$ cat src/rtl/mainfsm.sv
// mainfsm: main control state machine of the multicycle ARM controller.
// Sequences each instruction through fetch, decode, execute and writeback.
// All outputs are Moore: they depend on the current state only. The write
// requests (NextPC, RegW, MemW, Branch) are unconditioned here. Downstream
// condition logic gates them with the registered condition result.
module mainfsm (
  input  logic       clk,
  input  logic       reset,
  input  logic [1:0] Op,
  input  logic [5:0] Funct,
  output logic       IRWrite,
  output logic       AdrSrc,
  output logic       ALUSrcA,
  output logic [1:0] ALUSrcB,
  output logic [1:0] ResultSrc,
  output logic       NextPC,
  output logic       RegW,
  output logic       MemW,
  output logic       Branch,
  output logic       ALUOp,
  output logic [3:0] State,
  output logic       Illegal
);

  // State encoding is fixed because State is exported for trace tools.
  typedef enum logic [3:0] {
    FETCH    = 4'd0,
    DECODE   = 4'd1,
    MEMADR   = 4'd2,
    MEMRD    = 4'd3,
    MEMWB    = 4'd4,
    MEMWR    = 4'd5,
    EXECUTER = 4'd6,
    EXECUTEI = 4'd7,
    ALUWB    = 4'd8,
    BRANCH   = 4'd9,
    UNKNOWN  = 4'd10
  } state_t;

  // Instruction class, taken from Op[1:0] = instr[27:26].
  localparam logic [1:0] OP_DP  = 2'b00;
  localparam logic [1:0] OP_MEM = 2'b01;
  localparam logic [1:0] OP_BR  = 2'b10;

  // Datapath select codes.
  localparam logic [1:0] SRCB_REG  = 2'b00;
  localparam logic [1:0] SRCB_IMM  = 2'b01;
  localparam logic [1:0] SRCB_FOUR = 2'b10;

  localparam logic [1:0] RES_ALUOUT = 2'b00;
  localparam logic [1:0] RES_DATA   = 2'b01;
  localparam logic [1:0] RES_ALURES = 2'b10;

  // One control word per state. Building it as a struct keeps each state's
  // entry to the signals that differ from zero.
  typedef struct packed {
    logic       ir_write;
    logic       adr_src;
    logic       alu_src_a;
    logic [1:0] alu_src_b;
    logic [1:0] result_src;
    logic       next_pc;
    logic       reg_w;
    logic       mem_w;
    logic       branch;
    logic       alu_op;
    logic       illegal;
  } ctrl_t;

  state_t state_q;
  state_t state_d;
  ctrl_t  ctrl;

  // Funct[4:1] carry the data-processing opcode and the memory P/U/B/W bits.
  // Those are decoded elsewhere. Only I (bit 5) and L (bit 0) steer this FSM.
  logic funct_unused;
  assign funct_unused = ^Funct[4:1];

  // State register with a synchronous reset back to FETCH.
  // NOTE: sequential state uses non-blocking (<=) so every flop samples the
  // pre-edge values. Blocking here would create order-dependent races.
  always_ff @(posedge clk) begin
    if (reset) begin
      state_q <= FETCH;
    end else begin
      state_q <= state_d;
    end
  end

  // Next-state logic. Op and Funct only matter in DECODE and MEMADR.
  // NOTE: state_d gets a default before the case, so every path assigns it
  // and no latch is inferred.
  always_comb begin
    state_d = FETCH;
    unique case (state_q)
      FETCH:  state_d = DECODE;
      DECODE: begin
        case (Op)
          OP_MEM:  state_d = MEMADR;
          OP_DP:   state_d = Funct[5] ? EXECUTEI : EXECUTER;
          OP_BR:   state_d = BRANCH;
          default: state_d = UNKNOWN;
        endcase
      end
      MEMADR:   state_d = Funct[0] ? MEMRD : MEMWR;
      MEMRD:    state_d = MEMWB;
      EXECUTER: state_d = ALUWB;
      EXECUTEI: state_d = ALUWB;
      MEMWB, MEMWR, ALUWB, BRANCH, UNKNOWN: state_d = FETCH;
      // Codes 11-15 cannot be reached. If one ever appears, restart the
      // instruction sequence.
      default:  state_d = FETCH;
    endcase
  end

  // Moore output decode. Any signal a state does not drive stays 0.
  always_comb begin
    ctrl = '0;
    unique case (state_q)
      FETCH: begin
        ctrl.ir_write   = 1'b1;
        ctrl.next_pc    = 1'b1;
        ctrl.alu_src_a  = 1'b1;
        ctrl.alu_src_b  = SRCB_FOUR;
        ctrl.result_src = RES_ALURES;
        ctrl.adr_src    = 1'b0;
      end
      // Computes PC+8, which the register file exposes as R15.
      DECODE: begin
        ctrl.alu_src_a  = 1'b1;
        ctrl.alu_src_b  = SRCB_FOUR;
        ctrl.result_src = RES_ALURES;
      end
      EXECUTER: begin
        ctrl.alu_op    = 1'b1;
        ctrl.alu_src_b = SRCB_REG;
      end
      EXECUTEI: begin
        ctrl.alu_op    = 1'b1;
        ctrl.alu_src_b = SRCB_IMM;
      end
      ALUWB: begin
        ctrl.reg_w      = 1'b1;
        ctrl.result_src = RES_ALUOUT;
      end
      MEMADR: begin
        ctrl.alu_src_b = SRCB_IMM;
      end
      MEMRD: begin
        ctrl.adr_src = 1'b1;
      end
      MEMWR: begin
        ctrl.adr_src = 1'b1;
        ctrl.mem_w   = 1'b1;
      end
      MEMWB: begin
        ctrl.reg_w      = 1'b1;
        ctrl.result_src = RES_DATA;
      end
      BRANCH: begin
        ctrl.branch     = 1'b1;
        ctrl.alu_src_b  = SRCB_IMM;
        ctrl.result_src = RES_ALURES;
      end
      UNKNOWN: begin
        ctrl.illegal = 1'b1;
      end
      // Unreachable codes behave like UNKNOWN, so no write can escape.
      default: begin
        ctrl.illegal = 1'b1;
      end
    endcase
  end

  assign IRWrite   = ctrl.ir_write;
  assign AdrSrc    = ctrl.adr_src;
  assign ALUSrcA   = ctrl.alu_src_a;
  assign ALUSrcB   = ctrl.alu_src_b;
  assign ResultSrc = ctrl.result_src;
  assign NextPC    = ctrl.next_pc;
  assign RegW      = ctrl.reg_w;
  assign MemW      = ctrl.mem_w;
  assign Branch    = ctrl.branch;
  assign ALUOp     = ctrl.alu_op;
  assign Illegal   = ctrl.illegal;
  assign State     = state_q;

endmodule

$ cat config.mk
export PLATFORM = sky130hd
export DESIGN_NAME = mainfsm
export DESIGN_NICKNAME = d
export VERILOG_FILES = /design/src/rtl/mainfsm.sv
export SDC_FILE = /design/constraint.sdc
export NUM_CORES = 1
export LEC_CHECK = 0
export ABC_AREA = 1
export CORE_AREA = 2 2 39 41
export CTS_BUF_LIST = sky130_fd_sc_hd__clkbuf_8 sky130_fd_sc_hd__clkbuf_16
export DETAILED_ROUTE_END_ITERATION = 12
export DIE_AREA = 0 0 41 43
export HOLD_SLACK_MARGIN = 0.08
export PLACE_DENSITY = 0.69
export SYNTH_ARGS = -nofsm -noshare
export SYNTH_HDL_FRONTEND = slang
export SYNTH_SLANG_ARGS = --single-unit
$ cat constraint.sdc
create_clock -name clk -period 1.3 [get_ports clk]
set_input_delay 0.195 -clock clk [delete_from_list [all_inputs] [get_ports clk]]
set_output_delay 0.195 -clock clk [all_outputs]
set_load 0.01 [all_outputs]
-- Word level (Yosys, flattened, before mapping)
Cells that the tools add are included.
- register bits after elaboration: 4
- bits of input ports: 10
- output and inout port bits: 17
- equal/unequal tests: 11
- muxes and demuxes: 14
- reductions and logical operators: 9
- operators by type and width (cell ; count):
    $pmux W4 S5 ; 1
    $eq A4 B3 Y1 const B ; 4
    $pmux W4 S3 ; 1
    $reduce_or A10 Y1 ; 1
    $mux W1 ; 9
    $eq A4 B2 Y1 const B ; 2
    $eq A4 B4 Y1 const B ; 2
    $pmux W2 S2 ; 2
    $reduce_or A2 Y1 ; 4
    $reduce_or A3 Y1 ; 2
    $eq A4 B1 Y1 const B ; 1
    $logic_not A4 Y1 ; 1
    $mux W3 ; 1
    $eq A2 B1 Y1 const B ; 1
    $eq A2 B2 Y1 const B ; 1
    $logic_not A2 Y1 ; 1

-- Logic depth before layout (Yosys ltp)
Gate-level depths: netlist of the first run.
- word-level depth: 3
- gate-level depth with buffers: 5
- gate-level depth less buffers: 5

-- Worst setup path before layout of the first run
OpenSTA, ideal clock, no wires.
- kind: reg2out
- start point: register state_q[1] (netlist: State[1])
- end point: output port AdrSrc
- arrival time: 0.963 ns
- data required time: 1.105 ns
- slack: 0.142 ns
- cell stages (with the launch flop): 3
- cell sequence: dfxtp_1 inv_2 o31ai_1
- word-level cells in the longest chain between the ends: 3
- RTL lines (what ; line ; source):
    start, declared ; 70 ; state_t state_q;
    start signal, assigned ; 86 ; state_q <= state_d;
    $eq A4 B3 Y1 / $eq A4 B2 Y1 (equally long branches) ; 119 ; unique case (state_q)
    $reduce_or A2 Y1 (no line) * ; - ;
    $mux W1 * ; 119 ;
    end, declared ; 12 ; output logic AdrSrc,
Mark *: on every way between the ends. The rest lies on a longest branch, timed or not.

-- Worst setup path after layout of the first run
- start point: register state_q[0] (netlist: State[0])
- end point: output port AdrSrc
The elaborated chain is that of the path after synthesis.

==> results.json, run 1 <==
{
  "status": "completed",
  "grtUsageMet1_pct": 15.1,
  "ys_warn_count": 0,
  "final_common_cell": "buf_4",
  "hold_buffers": 0,
  "finalCriticalPeriod_ps": 1280,
  "grt_max_degree": 7,
  "htree_levels": 1,
  "antenna_cells": 0,
  "synthDistinctLibCells": 15,
  "synth_fp_nets": 61,
  "netlist_area_um2": 312,
  "die_h_um": 43,
  "cp-start-kind": "flop",
  "initial_core_util_pct": 22.5,
  "syn_to_final_growth_pct": 118,
  "max_freq_mhz": 778,
  "power.density_nw_per_um2": 1060,
  "rsz0062_at_grt": "true",
  "max_cap_violations": 0,
  "busiest_layer": "met2",
  "worst_pin_slew_ps": 152,
  "drive_gt1_share_pct": 59.8,
  "tns_ps": 0,
  "met2_usage_pct": 20.9,
  "min_path_type": "input port to flop",
  "place_area_um2": 612,
  "grt.total_usage_pct": 12.9,
  "drc_errors": 0,
  "cts.sinks": 4,
  "routed_wl_mm": 1.01,
  "grtUsageMet3_pct": 3.14,
  "mostFrequentLayoutCells": "buf_4, buf_2, nand2_1",
  "crit_arrival_ps": 1090,
  "cts_made_buffers": 3,
  "setup_violations": 0,
  "largest_reg_flops": 4,
  "fin_area_um2": 681,
  "grt_pass1_vias": 400,
  "rows": 14,
  "postSynthCellCount": 51,
  "io_pins": 27,
  "overflow": 0,
  "clock_latency_ps": 220,
  "num-nets-final": 99,
  "io_buffers": 22,
  "timing.final.crit_share_pct": 98.8,
  "drtIter0Drc": 1,
  "finalWeightedCongestion": 0.833,
  "die_x_um": 41,
  "hpwl_um": 713,
  "grt_antenna_before_repair": 0,
  "grt_pass1_wl_mm": 1.57,
  "maxSlewViolCount": 0,
  "slew_headroom_pct": 89.8,
  "path_clk_slew_ps": 30,
  "vias": 433,
  "die_area_um2": 1760,
  "routedWlPerCell_um": 9.78,
  "cp.required_ps": 1110,
  "path_max_fanout": 6,
  "leakagePower_nw": 0.364,
  "fin_skew_ps": 3.00,
  "cts_tree": "yes",
  "vias_per_cell": 4.20,
  "yosysSeqAreaShare_pct": 25.7,
  "firstDrtPassIters": 4,
  "core_area_um2": 1380,
  "ant_nets": 0,
  "cts.path.max_buffers": 2,
  "setup.worst_path.class": "flop to output port",
  "whs_ps": 601,
  "hold_viol_final": 0,
  "root_buffer": "clkbuf_8",
  "vdd_drop_max_uv": 420,
  "synth_area_per_cell_um2": 6.11,
  "critPathCaptureType": "output port",
  "ys_ff_latch": 4
}
-- report_power, final --
part | total, mW | internal (mW) | switching, mW
Sequential | 0.154 | 0.135 | 0.0184
Clock | 0.259 | 0.197 | 0.0615
Combinational | 0.308 | 0.154 | 0.154
Total | 0.720 | 0.486 | 0.234
-- worst paths after layout --
kind / start / endpoint / slack, ps / depth (start not counted)
setup reg to reg: State[0] / State[2] / 300 / 6
setup / recovery: State[0] / AdrSrc / 20 / 4
hold / removal: reset / State[1] / 600 / 2
hold reg to reg: State[0] / State[1] / 630 / 4
-- worst max-delay path, stage by stage, from the launching register on --
cell and delay, ps:
dfxtp_2 340, inv_4 60, buf_4 130, o31ai_2 190, buf_2 160
-- layout make-up --
class,instances,area (µm²)
clock buffers,3,41.3
fillers,149,703
inverters,9,41.3
multi-input cells,36,230
flip-flops and latches,4,90.1
well taps,16,20.0
repair buffers,35,258
-- metal layers --
| metal | wire (µm) | up-vias | share of wire, % |
|---|---|---|---|
| li1 | - | 231 | - |
| met1 | 386 | 189 | 38 |
| met2 | 555 | 13 | 55 |
| met3 | 64 | 0 | 6.4 |
| met4 | 0 | 0 | 0 |
| met5 | 0 | - | 0 |
-- metrics by stage --
step	instances	power [mW]	utilization, %	setup WS, ps
2_1_floorplan	51	0.282	-	142
3_3_place_gp	97	0.447	44.2	-230
3_5_place_dp	97	0.448	44.2	-242
4_1_cts	101	0.716	49.6	-80.0
5_1_grt	103	0.770	49.2	-39.3
6_report	103	0.720	49.2	15.1
-- cells by family after synthesis --
group                  Yosys count  share of synthesized area (%)
buffers and inverters           11                           15.7
DFF                              4                           25.7
AOI/OAI and AO/OA                9                           16.5
and+or+nand+nor                 27                           42.2
-- timing repair --
| action | 4_1_cts | 5_1_grt |
|---|---|---|
| pin swaps | 2 | 3 |
| buffers inserted | 1 | 2 |
| endpoints found under the setup margin | 17 | 12 |
| gates resized for setup | 51 | 23 |
-- cells in the mapped netlist --
library cell,n,area [µm²]
nand2_1,11,41.3
o31ai_1,1,7.51
nor2_2,3,18.8
o21ai_0,2,10.0
inv_1,6,22.5
nor2_1,5,18.8
buf_4,2,15.0
nand3_2,1,10.0
nand3_1,5,25.0
nand2_2,1,6.26
inv_2,3,11.3
a21oi_1,5,25.0
dfxtp_1,4,80.1
nor2_4,1,11.3
a21oi_2,1,8.76
Power figures use the tool's default switching activity.
==> run 2, diff against run 1 <==
- ABC_AREA: 1 -> not set
- PLACE_DENSITY: 0.69 -> 0.7
==> results.json, run 2 <==
{
  "mostFrequentLayoutCells": "buf_2, buf_4, nor2_1, clkdlybuf4s50_1",
  "cp-endpoint": "ResultSrc[1]",
  "initial_core_util_pct": 23.9,
  "routedWlPerCell_um": 11.5,
  "postSynthCellCount": 42,
  "num-nets-final": 89,
  "synth_top_cells_by_count": "nor2_1, dfxtp_1, nor3_1, buf_4, nand2b_1",
  "reg2regPathDepth": 4,
  "status": "finished with violations",
  "finalCriticalPeriod_ps": 1350,
  "ys_warn_count": 0,
  "yosysTopAreaCellShare_pct": 24.2,
  "drtIter0Drc": 7,
  "cp-start-kind": "flop",
  "hold_buffers": 0,
  "r2r-start": "State[3]",
  "finalWeightedCongestion": 0.794,
  "crit_arrival_ps": 1160,
  "yosysSeqAreaShare_pct": 24.2,
  "critPathCaptureType": "output port",
  "io_pins": 27,
  "synth_area_per_cell_um2": 7.86,
  "clock_latency_ps": 220,
  "slowest_delay_ps": 360,
  "min_path_type": "input port to flop",
  "timing.final.crit_share_pct": 104,
  "switchingPower_mw": 0.224,
  "failed_checks": "negative setup slack",
  "antenna_cells": 0,
  "cp.required_ps": 1110,
  "slowest_stage": "dfxtp_4",
  "synth_area_leaders": "dfxtp_1, buf_4, nor3_1",
  "grt_max_degree": 8,
  "synth_fp_nets": 52,
  "grt_pass1_wl_mm": 1.70,
  "root_buffer": "clkbuf_8",
  "synthDistinctLibCells": 23,
  "place_ws_ps": -303,
  "cts_tree": "yes",
  "setup_violations": 3,
  "yosysMostFrequentCell": "nor2_1",
  "cts_made_buffers": 3,
  "vdd_drop_max_uv": 390,
  "htree_levels": 1,
  "pwr-share-comb_pct": 41.6,
  "fin_skew_ps": 0.698,
  "grt_antenna_before_repair": 0,
  "power.density_nw_per_um2": 1080,
  "pwr-share-clk_pct": 36.8,
  "hpwl_um": 712,
  "max_cap_violations": 0,
  "power.total_mw": 0.733,
  "rows": 14,
  "netlist_area_um2": 330,
  "setup.worst_path.class": "flop to output port",
  "firstDrtPassIters": 4,
  "grt_pass1_vias": 390,
  "largest_reg_flops": 4,
  "cts.path.max_buffers": 2,
  "vias": 424,
  "fin_ws_ps": -53.8,
  "io_buffers": 22,
  "die_h_um": 43,
  "path_delay_family": "flip-flops",
  "slew_headroom_pct": 86.3,
  "die_x_um": 41,
  "cp.depth": 4,
  "grt.total_usage_pct": 14.8,
  "regToRegSetupSlack_ps": 80,
  "synth_flop_cell": "dfxtp_1",
  "ant_nets": 0,
  "ys_ff_latch": 4,
  "routed_wl_mm": 1.07,
  "cp_num_buf_inv": 2,
  "synth_edf_count": 0,
  "synth_top_area_cell": "dfxtp_1",
  "path_max_fanout": 6,
  "max_freq_mhz": 739,
  "drc_errors": 0,
  "p_int_mw": 0.509,
  "rsz0062_at_grt": "true",
  "core_area_um2": 1380,
  "r2r-end": "State[2]",
  "vias_per_cell": 4.56,
  "cts.sinks": 4,
  "leakagePower_nw": 0.331,
  "final_common_cell": "buf_2",
  "maxSlewViolCount": 0,
  "hold_viol_final": 0,
  "startpoint": "State[1]",
  "path_cells": "nor3b_4 -> buf_4 -> a21o_1 -> buf_2",
  "synthArstFlopShare_pct": 0,
  "path_clk_slew_ps": 30,
  "worst_pin_slew_ps": 203,
  "syn_to_final_growth_pct": 106,
  "overflow": 0,
  "switching_share_pct": 30.5,
  "fillers": 140,
  "seq_power_share_pct": 21.6,
  "drive_gt1_share_pct": 57.1,
  "die_area_um2": 1760,
  "min_delay_path_depth": 2
}
## run 2: final cells by class
cell class,count,area [µm²],area share (%)
timing repair buffer,38,278,40.8
multi-input combinational,30,239,35.1
sequential,4,95.1,14.0
clock buffer,3,41.3,6.07
tap,16,20.0,2.94
inverter,2,7.51,1.10
## run 2: power groups by stage
| stage | clock, mW | sequential, mW | combinational (mW) |
|---|---|---|---|
| after global routing | 0.283 | 0.160 | 0.332 |
| after detailed placement | 0 | 0.154 | 0.307 |
| after CTS | 0.277 | 0.159 | 0.308 |
| final | 0.270 | 0.158 | 0.305 |
| after global placement | 0 | 0.154 | 0.309 |
| after floorplan | 0 | 0.150 | 0.155 |
## run 2: timing repair
item                       in CTS  in global routing
pin swaps                       5                  2
setup endpoints to repair      17                 10
setup buffers                   3                  0
gates resized for setup        73                  3
## run 2: kinds of logic (layout without fill, tap and decap cells)
family | Yosys count | after routing | share of synthesized area [%]
xor+xnor | 3 | 3 | 7.96
compound gates | 8 | 8 | 18.2
flops | 4 | 4 | 24.2
buf+inv | 8 | 43 | 15.5
simple gates | 19 | 19 | 34.1
## run 2: per-layer routing
layer  vias to the layer above  track usage [%]  part of all wire, %
met4                         0             11.3                  1.8
li1                        212                -                    -
met2                        13             21.3                   52
met1                       197             16.8                   41
met5                         -                0                    0
met3                         2             5.24                  5.3
## run 2: how the worst min path moves through the flow
stage,to,from
CTS,State[3],reset
floorplan,State[3],reset
detailed placement,State[0],State[0]
global route,State[3],reset
global placement,State[0],State[0]
finish,State[3],reset
## run 2: per-stage QoR
stage	hold WS, ps	setup TNS [ps]	cell area, µm²	cells	util, %
after floorplan	272	-4.22	342	42	-
after global placement	613	-3300	636	87	45.9
after detailed placement	627	-3400	636	87	45.9
after CTS	552	-101	688	93	49.7
after global routing	575	-428	681	93	49.2
final	556	-92.4	681	93	49.2
